[src/rtl/rvx_spi_subordinate_pkg.sv]
// Shared definitions for the SPI subordinate: register offsets, STATUS bit
// positions, default idle byte and the transfer state encoding.
package rvx_spi_subordinate_pkg;

   localparam logic [4:0] ADDR_TX_DATA = 5'h00;
   localparam logic [4:0] ADDR_RX_DATA = 5'h04;
   localparam logic [4:0] ADDR_STATUS  = 5'h08;
   localparam logic [4:0] ADDR_CONTROL = 5'h0C;

   localparam int STAT_RX_VALID  = 0;
   localparam int STAT_TX_EMPTY  = 1;
   localparam int STAT_BUSY      = 2;
   localparam int STAT_OVERRUN   = 3;
   localparam int STAT_COUNT_LSB = 4;

   localparam logic [7:0] DEFAULT_IDLE_BYTE = 8'hFF;
   localparam int         RX_FIFO_DEPTH     = 4;

   typedef enum logic {
      ST_IDLE   = 1'b0,
      ST_ACTIVE = 1'b1
   } spi_state_t;

endpackage

[src/rtl/rvx_spi_subordinate_sync.sv]
// Multi-flop synchronizer with rise/fall detection on the synchronized level.
// Everything resets to 0 so a chip select held low across reset produces no falling edge.
module rvx_spi_subordinate_sync #(
   parameter int SYNC_STAGES = 2
) (
   input  logic clock,
   input  logic reset,
   input  logic async_in,
   output logic sync_out,
   output logic rise,
   output logic fall
);

   logic [SYNC_STAGES-1:0] chain_r;
   logic                   prev_r;

   // Synchronizer chain plus one delayed copy of its output for edge detection
   always_ff @(posedge clock) begin
      if (reset) begin
         chain_r <= {SYNC_STAGES{1'b0}};
         prev_r  <= 1'b0;
      end else begin
         chain_r <= {chain_r[SYNC_STAGES-2:0], async_in};
         prev_r  <= chain_r[SYNC_STAGES-1];
      end
   end

   assign sync_out = chain_r[SYNC_STAGES-1];
   assign rise     = sync_out & ~prev_r;
   assign fall     = ~sync_out & prev_r;

endmodule

[src/rtl/rvx_spi_subordinate.sv]
// Memory-mapped SPI subordinate, mode 0, MSB first, 8-bit frames.
// Define RVX_SPI_SUBORDINATE_RX_FIFO_EN to replace the RX register with a 4-entry FIFO.
module rvx_spi_subordinate
   import rvx_spi_subordinate_pkg::*;
#(
   parameter logic [7:0] IDLE_BYTE   = DEFAULT_IDLE_BYTE,
   parameter int         SYNC_STAGES = 2
) (
   input  logic        clock,
   input  logic        reset,
   input  logic [4:0]  rw_address,
   output logic [31:0] read_data,
   input  logic        read_request,
   output logic        read_response,
   input  logic [31:0] write_data,
   input  logic [3:0]  write_strobe,
   input  logic        write_request,
   output logic        write_response,
   input  logic        sclk,
   input  logic        mosi,
   input  logic        cs,
   output logic        miso,
   output logic        irq
);

   logic cs_sync_s, cs_rise_s, cs_fall_s;
   logic sclk_level_unused, sclk_rise_s, sclk_fall_s;
   logic mosi_sync_s, mosi_rise_unused, mosi_fall_unused;
   logic spare_unused;

   rvx_spi_subordinate_sync #(.SYNC_STAGES(SYNC_STAGES)) u_sync_cs (
      .clock(clock), .reset(reset), .async_in(cs),
      .sync_out(cs_sync_s), .rise(cs_rise_s), .fall(cs_fall_s));
   rvx_spi_subordinate_sync #(.SYNC_STAGES(SYNC_STAGES)) u_sync_sclk (
      .clock(clock), .reset(reset), .async_in(sclk),
      .sync_out(sclk_level_unused), .rise(sclk_rise_s), .fall(sclk_fall_s));
   rvx_spi_subordinate_sync #(.SYNC_STAGES(SYNC_STAGES)) u_sync_mosi (
      .clock(clock), .reset(reset), .async_in(mosi),
      .sync_out(mosi_sync_s), .rise(mosi_rise_unused), .fall(mosi_fall_unused));

   assign spare_unused = ^{write_data[31:8], write_strobe[3:1]};

   spi_state_t  state_r, state_s;
   logic [7:0]  tx_buf_r, tx_buf_s;
   logic        tx_full_r, tx_full_s;
   logic [7:0]  tx_shift_r, tx_shift_s;
   logic [7:0]  rx_shift_r, rx_shift_s;
   logic [2:0]  bit_cnt_r, bit_cnt_s;
   logic        rx_valid_r, rx_valid_s;
   logic        overrun_r, overrun_s;
   logic        irq_en_r, irq_en_s;
   logic        irq_r, irq_s;
   logic        miso_r, miso_s;
   logic [31:0] read_data_r, read_data_s;
   logic        rd_resp_r, rd_resp_s;
   logic        wr_resp_r, wr_resp_s;

   logic        tx_write_s, rx_read_s, byte_done_s, load_s;
   logic [7:0]  byte_s, load_byte_s, rx_out_s;
   logic [2:0]  count_field_s;

`ifdef RVX_SPI_SUBORDINATE_RX_FIFO_EN
   logic [7:0]  fifo_r [RX_FIFO_DEPTH];
   logic [7:0]  fifo_s [RX_FIFO_DEPTH];
   logic [1:0]  rd_ptr_r, rd_ptr_s, wr_ptr_r, wr_ptr_s;
   logic [2:0]  count_r, count_s;
   logic        push_s, pop_s;
`else
   logic [7:0]  rx_data_r, rx_data_s;
`endif

   // Next-state logic for the transfer FSM, shifters, registers and bus responses
   always_comb begin
      state_s     = state_r;
      tx_buf_s    = tx_buf_r;
      tx_full_s   = tx_full_r;
      tx_shift_s  = tx_shift_r;
      rx_shift_s  = rx_shift_r;
      bit_cnt_s   = bit_cnt_r;
      rx_valid_s  = rx_valid_r;
      overrun_s   = overrun_r;
      irq_en_s    = irq_en_r;
      read_data_s = read_data_r;
      byte_done_s = 1'b0;
      load_s      = 1'b0;
      byte_s      = {rx_shift_r[6:0], mosi_sync_s};
      load_byte_s = tx_full_r ? tx_buf_r : IDLE_BYTE;
      tx_write_s  = write_request & write_strobe[0] & (rw_address == ADDR_TX_DATA);
      rx_read_s   = read_request & (rw_address == ADDR_RX_DATA);
      rd_resp_s   = read_request;
      wr_resp_s   = write_request;
      irq_s       = irq_en_r & rx_valid_r;

      case (state_r)
         ST_IDLE: begin
            bit_cnt_s = 3'd0;
            if (cs_fall_s) begin
               state_s = ST_ACTIVE;
               load_s  = 1'b1;
            end else begin
               state_s = ST_IDLE;
            end
         end
         ST_ACTIVE: begin
            if (cs_rise_s) begin
               state_s   = ST_IDLE;
               bit_cnt_s = 3'd0;
            end else if (sclk_rise_s) begin
               rx_shift_s  = byte_s;
               bit_cnt_s   = bit_cnt_r + 3'd1;
               byte_done_s = (bit_cnt_r == 3'd7);
            end else if (sclk_fall_s) begin
               // A falling edge with the counter at 0 follows a completed byte
               if (bit_cnt_r == 3'd0) begin
                  load_s = 1'b1;
               end else begin
                  tx_shift_s = {tx_shift_r[6:0], 1'b0};
               end
            end else begin
               state_s = ST_ACTIVE;
            end
         end
         default: begin
            state_s   = ST_IDLE;
            bit_cnt_s = 3'd0;
         end
      endcase

      if (load_s) begin
         tx_shift_s = load_byte_s;
         tx_full_s  = 1'b0;
      end else begin
         tx_full_s  = tx_full_r;
      end

      // A write landing with a reload still sets tx_full: the reload took the old byte
      if (tx_write_s) begin
         tx_buf_s  = write_data[7:0];
         tx_full_s = 1'b1;
      end else begin
         tx_buf_s  = tx_buf_r;
      end

      if (write_request && write_strobe[0] && (rw_address == ADDR_CONTROL)) begin
         irq_en_s = write_data[0];
      end else begin
         irq_en_s = irq_en_r;
      end

      miso_s = (state_s == ST_ACTIVE) ? tx_shift_s[7] : 1'b0;

`ifdef RVX_SPI_SUBORDINATE_RX_FIFO_EN
      fifo_s   = fifo_r;
      rd_ptr_s = rd_ptr_r;
      wr_ptr_s = wr_ptr_r;
      pop_s    = rx_read_s && (count_r != 3'd0);
      push_s   = byte_done_s && ((count_r != 3'd4) || pop_s);
      rx_out_s = (count_r != 3'd0) ? fifo_r[rd_ptr_r] : 8'h00;
      if (rx_read_s) begin
         overrun_s = 1'b0;
      end else begin
         overrun_s = overrun_r;
      end
      if (pop_s) begin
         rd_ptr_s = rd_ptr_r + 2'd1;
      end else begin
         rd_ptr_s = rd_ptr_r;
      end
      if (push_s) begin
         fifo_s[wr_ptr_r] = byte_s;
         wr_ptr_s         = wr_ptr_r + 2'd1;
      end else if (byte_done_s) begin
         overrun_s = 1'b1;
      end else begin
         wr_ptr_s = wr_ptr_r;
      end
      count_s       = count_r + {2'b00, push_s} - {2'b00, pop_s};
      rx_valid_s    = (count_s != 3'd0);
      count_field_s = count_r;
`else
      rx_data_s = rx_data_r;
      rx_out_s  = rx_data_r;
      if (rx_read_s) begin
         rx_valid_s = 1'b0;
         overrun_s  = 1'b0;
      end else begin
         rx_valid_s = rx_valid_r;
      end
      // A read in the completion cycle already returned the old byte, so no overrun
      if (byte_done_s) begin
         rx_data_s  = byte_s;
         rx_valid_s = 1'b1;
         if (rx_valid_r && !rx_read_s) begin
            overrun_s = 1'b1;
         end else begin
            overrun_s = overrun_s;
         end
      end else begin
         rx_data_s = rx_data_r;
      end
      count_field_s = 3'd0;
`endif

      if (read_request) begin
         case (rw_address)
            ADDR_TX_DATA: read_data_s = {24'd0, tx_buf_r};
            ADDR_RX_DATA: read_data_s = {24'd0, rx_out_s};
            ADDR_STATUS: begin
               read_data_s = 32'd0;
               read_data_s[STAT_RX_VALID] = rx_valid_r;
               read_data_s[STAT_TX_EMPTY] = ~tx_full_r;
               read_data_s[STAT_BUSY]     = ~cs_sync_s;
               read_data_s[STAT_OVERRUN]  = overrun_r;
               read_data_s[STAT_COUNT_LSB +: 3] = count_field_s;
            end
            ADDR_CONTROL: read_data_s = {31'd0, irq_en_r};
            default:      read_data_s = 32'd0;
         endcase
      end else begin
         read_data_s = read_data_r;
      end
   end

   // State and output registers
   always_ff @(posedge clock) begin
      if (reset) begin
         state_r     <= ST_IDLE;
         tx_buf_r    <= 8'h00;
         tx_full_r   <= 1'b0;
         tx_shift_r  <= 8'h00;
         rx_shift_r  <= 8'h00;
         bit_cnt_r   <= 3'd0;
         rx_valid_r  <= 1'b0;
         overrun_r   <= 1'b0;
         irq_en_r    <= 1'b0;
         irq_r       <= 1'b0;
         miso_r      <= 1'b0;
         read_data_r <= 32'd0;
         rd_resp_r   <= 1'b0;
         wr_resp_r   <= 1'b0;
      end else begin
         state_r     <= state_s;
         tx_buf_r    <= tx_buf_s;
         tx_full_r   <= tx_full_s;
         tx_shift_r  <= tx_shift_s;
         rx_shift_r  <= rx_shift_s;
         bit_cnt_r   <= bit_cnt_s;
         rx_valid_r  <= rx_valid_s;
         overrun_r   <= overrun_s;
         irq_en_r    <= irq_en_s;
         irq_r       <= irq_s;
         miso_r      <= miso_s;
         read_data_r <= read_data_s;
         rd_resp_r   <= rd_resp_s;
         wr_resp_r   <= wr_resp_s;
      end
   end

`ifdef RVX_SPI_SUBORDINATE_RX_FIFO_EN
   // Receive FIFO storage and pointers
   always_ff @(posedge clock) begin
      if (reset) begin
         for (int i = 0; i < RX_FIFO_DEPTH; i++) begin
            fifo_r[i] <= 8'h00;
         end
         rd_ptr_r <= 2'd0;
         wr_ptr_r <= 2'd0;
         count_r  <= 3'd0;
      end else begin
         fifo_r   <= fifo_s;
         rd_ptr_r <= rd_ptr_s;
         wr_ptr_r <= wr_ptr_s;
         count_r  <= count_s;
      end
   end
`else
   // Single receive data register
   always_ff @(posedge clock) begin
      if (reset) begin
         rx_data_r <= 8'h00;
      end else begin
         rx_data_r <= rx_data_s;
      end
   end
`endif

   assign read_data      = read_data_r;
   assign read_response  = rd_resp_r;
   assign write_response = wr_resp_r;
   assign miso           = miso_r;
   assign irq            = irq_r;

endmodule

[config.mk]
export PLATFORM = sky130hd
export DESIGN_NAME = rvx_spi_subordinate
export DESIGN_NICKNAME = d
export VERILOG_FILES = /design/src/rtl/rvx_spi_subordinate_pkg.sv /design/src/rtl/rvx_spi_subordinate_sync.sv /design/src/rtl/rvx_spi_subordinate.sv
export SDC_FILE = /design/constraint.sdc
export NUM_CORES = 1
export LEC_CHECK = 0
export ABC_AREA = 1
export CAP_MARGIN = 20
export CORE_MARGIN = 1.5
export CORE_UTILIZATION = 49
export DETAILED_ROUTE_END_ITERATION = 7
export PLACE_DENSITY_LB_ADDON = 0.12
export SLEW_MARGIN = 15
export SYNTH_ARGS = -nofsm -noshare
export SYNTH_HDL_FRONTEND = slang
export SYNTH_SLANG_ARGS = --single-unit
[constraint.sdc]
create_clock -name clock -period 3.7 [get_ports clock]
set_clock_uncertainty 0.15 [all_clocks]
set_input_delay 0.74 -clock clock [delete_from_list [all_inputs] [get_ports clock]]
set_output_delay 0.74 -clock clock [all_outputs]
set_load 0.01 [all_outputs]
==> reports/results.md <==
### Outcome
- **status** finished clean

### Logic synthesis
- **library cell occupying the most area in the post-synthesis netlist** sky130_fd_sc_hd__dfxtp_1
- **sequential cell area fraction in the yosys report** 45.36%
- **post-synthesis sequential element count** 59
- **synthesized area** 2604 µm²
- **per-instance average area after synthesis** 7.703 µm²
- **count of distinct cell types in the synthesized netlist** 27
- **commonest cells in the synthesized netlist** sky130_fd_sc_hd__dfxtp_1 (59), sky130_fd_sc_hd__nand2_1 (55), sky130_fd_sc_hd__inv_1 (41)
- **proportion of synthesized flip-flops having asynchronous set or reset** 0%
- **Yosys top cell area share** 45.36%
- **number of enable flip-flop cells after synthesis** 0
- **Cells after Synth** 338
- **Yosys Warn Count** 0
- **top flip-flop cell by instance count after synthesis** sky130_fd_sc_hd__dfxtp_1
- **most repeated cell in the gate-level netlist after synthesis** sky130_fd_sc_hd__dfxtp_1
- **main area contributors after synthesis** sky130_fd_sc_hd__dfxtp_1 (45%), sky130_fd_sc_hd__nand2_1 (7.9%), sky130_fd_sc_hd__buf_4 (7.5%), sky130_fd_sc_hd__inv_1 (5.9%), sky130_fd_sc_hd__o21ai_0 (5.6%)

### CTS
- **depth of the CTS H-tree** 3
- **buffer count from post-CTS setup fixing** 0
- **Hold-fix buffers, CTS** 0
- **worst-skew pair later-pin latency** 0.34 ns
- **Num Clock Sinks** 59
- **PostCTS Resize Cnt** 0
- **number of buffers added by the clock tree synthesis step** 9
- **clock slew at the register clock pins of the worst setup and hold paths** 0.06 ns
- **buffer cell driving the clock tree root** sky130_fd_sc_hd__clkbuf_8
- **clock tree from TritonCTS** built
- **buffer depth of the longest clock path** 2

### Power
- **Gate power share** 6.1%
- **net load switching power** 316.1 µW
- **leakage power of the design** 1.279 nW
- **sequential group share of total power** 45.1%
- **internal cell power** 1.124 mW
- **part of the power in the clock network** 48.8%
- **switching portion of total power** 21.95%
- **power density cells** 464.5 nW/µm²
- **worst supply voltage drop on vdd** 0.0003341 V

### Routing
- **drt wl/cell** 11.23 µm
- **via count** 2096
- **DRT Wirelength** 4988 µm
- **Vias per Instance** 4.721
- **length of the first detailed-routing pass in iterations** 4
- **post-route DRC violation count** 0
- **number of nets with antenna violations after routing** 0
- **initial drt markers** 103

### Critical path
- **family of cells with the greatest summed delay on the critical path** buffers and inverters
- **Critical Path Fanout Max** 33
- **startpoint type of the worst setup path** input pin
- **buffer and inverter count on the worst path** 3
- **crit path kind** in -> reg
- **Worst setup EP type** flop
- **delay of the slowest critical-path stage** 0.56 ns
- **CP arrival** 2.37 ns
- **Cell Chain, Critical Path** clkdlybuf4s50_1 > buf_4 > inv_1 > o21ai_0 > a21oi_1
- **data required time at the worst endpoint** 3.81 ns
- **highest-delay cell along the critical path** sky130_fd_sc_hd__inv_1

### Placement
- **final RePlAce weighted congestion** 0.7754
- **placed wire-length estimate after detailed placement** 3467 µm
- **DP Area** 2860 µm²
- **I/O Buffers** 32
- **Inst Count DP** 428

### Finish
- **final std cells w/o fill** 444
- **area growth from synthesis to layout** 19.08%
- **count of nets after finishing** 420
- **Design Area, Final** 3100 µm²
- **n_diodes** 0
- **fraction of final layout cells with drive strength greater than 1** 9.893%

### STA
- **Final setup violation count** 0
- **Worst Hold Slack** 0.2526 ns
- **post-route fraction of the period consumed by the critical path** 60.96%
- **headroom to the max-slew limit** 53.56%
- **Min Clock Period, post-route** 2.256 ns
- **fmax** 443.3 MHz
- **transition at the pin with the smallest max-transition slack** 0.6958 ns
- **Final Hold Viols** 0
- **final count of pins violating max slew** 0
- **setup repair after global routing missed its margin** false
- **sum of negative setup slack** 0 ns

### Floorplanning
- **number of rows created at floorplan** 26
- **width of the chip** 75.90 µm
- **height of the die** 75.90 µm
- **Core Area** 5107 µm²
- **Boundary Pins** 84
- **die footprint** 5760 µm²
- **starting utilization of the core area** 50.98%

### Min path
- **HP Class** reg -> reg

### Global routing
- **number of global-route vias before repair** 1849
- **pin count of the biggest net entering global routing** 34
- **first-pass GRT wire length** 8100 µm
- **total track usage** 19.50%
- **antenna violations before repair** 0
- **total grt overflow** 0

### Run
- **number of max-cap violations** 0

==> worst paths after layout <==
path	start	to	slack [ns]	cells after the start
worst max-delay path	reset	rx_data_r[5]	1.44	5
worst min-delay path	u_sync_cs.chain_r[0]	u_sync_cs.chain_r[1]	0.25	2
worst max register to register	u_sync_sclk.prev_r	rx_data_r[2]	1.54	7
worst min register to register	u_sync_cs.chain_r[0]	u_sync_cs.chain_r[1]	0.25	2
==> flip-flops by register name, indices dropped and copies added (netlist names), 2 cells and up <==
name / count
read_data: 8
rx_data_r: 8
tx_buf_r: 8
tx_shift_r: 8
rx_shift_r: 7
bit_cnt_r: 3
u_sync_cs.chain_r: 2
u_sync_mosi.chain_r: 2
u_sync_sclk.chain_r: 2
==> cell families (layout without fill, tap and decap cells) <==
family | after synthesis | after routing | share of synthesized area (%)
and+or+nand+nor | 123 | 123 | 21.34
buffers and inverters | 80 | 93 | 15.76
AOI/OAI and AO/OA | 72 | 72 | 15.95
DFF | 59 | 59 | 45.36
adders and majority gates | 3 | 3 | 1.442
other | 1 | 24 | 0.1440
==> layout by cell type (no fill, tap or decap) <==
cell type and count:
sky130_fd_sc_hd__a211oi_1 3, sky130_fd_sc_hd__a211oi_2 1, sky130_fd_sc_hd__a21boi_2 1, sky130_fd_sc_hd__a21oi_1 26
sky130_fd_sc_hd__a21oi_2 3, sky130_fd_sc_hd__buf_4 1, sky130_fd_sc_hd__bufinv_16 3, sky130_fd_sc_hd__clkbuf_8 9
sky130_fd_sc_hd__clkdlybuf4s50_1 32, sky130_fd_sc_hd__clkinv_2 2, sky130_fd_sc_hd__clkinv_4 1, sky130_fd_sc_hd__clkinvlp_4 1
sky130_fd_sc_hd__conb_1 24, sky130_fd_sc_hd__dfxtp_1 59, sky130_fd_sc_hd__ha_1 3, sky130_fd_sc_hd__inv_1 41
sky130_fd_sc_hd__inv_2 3, sky130_fd_sc_hd__nand2_1 55, sky130_fd_sc_hd__nand3_1 15, sky130_fd_sc_hd__nand3_2 1
sky130_fd_sc_hd__nand3_4 1, sky130_fd_sc_hd__nand4_1 10, sky130_fd_sc_hd__nor2_1 35, sky130_fd_sc_hd__nor2_2 3
sky130_fd_sc_hd__nor2_4 3, sky130_fd_sc_hd__o21a_1 1, sky130_fd_sc_hd__o21ai_0 29, sky130_fd_sc_hd__o21ai_2 4
sky130_fd_sc_hd__o22ai_1 4
==> routing by layer <==
| metal | vias to the layer above | share of wire (%) | GRT usage (%) |
|---|---|---|---|
| li1 | 1100 | - | - |
| met1 | 934 | 46 | 22.72 |
| met2 | 53 | 47 | 31.40 |
| met3 | 9 | 6.0 | 7.672 |
| met4 | 0 | 1.6 | 9.127 |
| met5 | - | 0 | 0 |
==> power by group through the flow <==
| stage | Clock, mW | Sequential, mW | Combinational, mW |
|---|---|---|---|
| 2_1_floorplan | 0 | 0.663 | 0.0715 |
| 5_1_grt | 0.751 | 0.650 | 0.0986 |
| 3_3_place_gp | 0 | 0.664 | 0.0870 |
| 4_1_cts | 0.720 | 0.649 | 0.0881 |
| 6_report | 0.703 | 0.649 | 0.0876 |
| 3_5_place_dp | 0 | 0.664 | 0.0872 |
==> metrics by stage <==
stage	power, mW	setup WS (ns)	util [%]
2_1_floorplan	0.7349	1.949	-
3_3_place_gp	0.7505	1.053	56.00
3_5_place_dp	0.7508	1.060	56.00
4_1_cts	1.457	1.424	60.71
5_1_grt	1.500	1.224	60.71
6_report	1.440	1.444	60.71
==> layout make-up <==
| cell class | count | area [µm²] |
|---|---|---|
| inverter | 44 | 165.2 |
| clock inverter | 7 | 116.4 |
| tap | 70 | 87.58 |
| timing repair buffer | 33 | 327.8 |
| fill | 477 | 2007 |
| clock buffer | 9 | 123.9 |
| sequential | 59 | 1181 |
| multi-input combinational | 222 | 1099 |
==> worst min-delay path, stage by stage (launching register included) <==
cell and delay (ns):
sky130_fd_sc_hd__dfxtp_1 0.30, sky130_fd_sc_hd__inv_1 0.04, sky130_fd_sc_hd__nor2_1 0.03
Note: power is estimated with default switching activity, not from simulation.
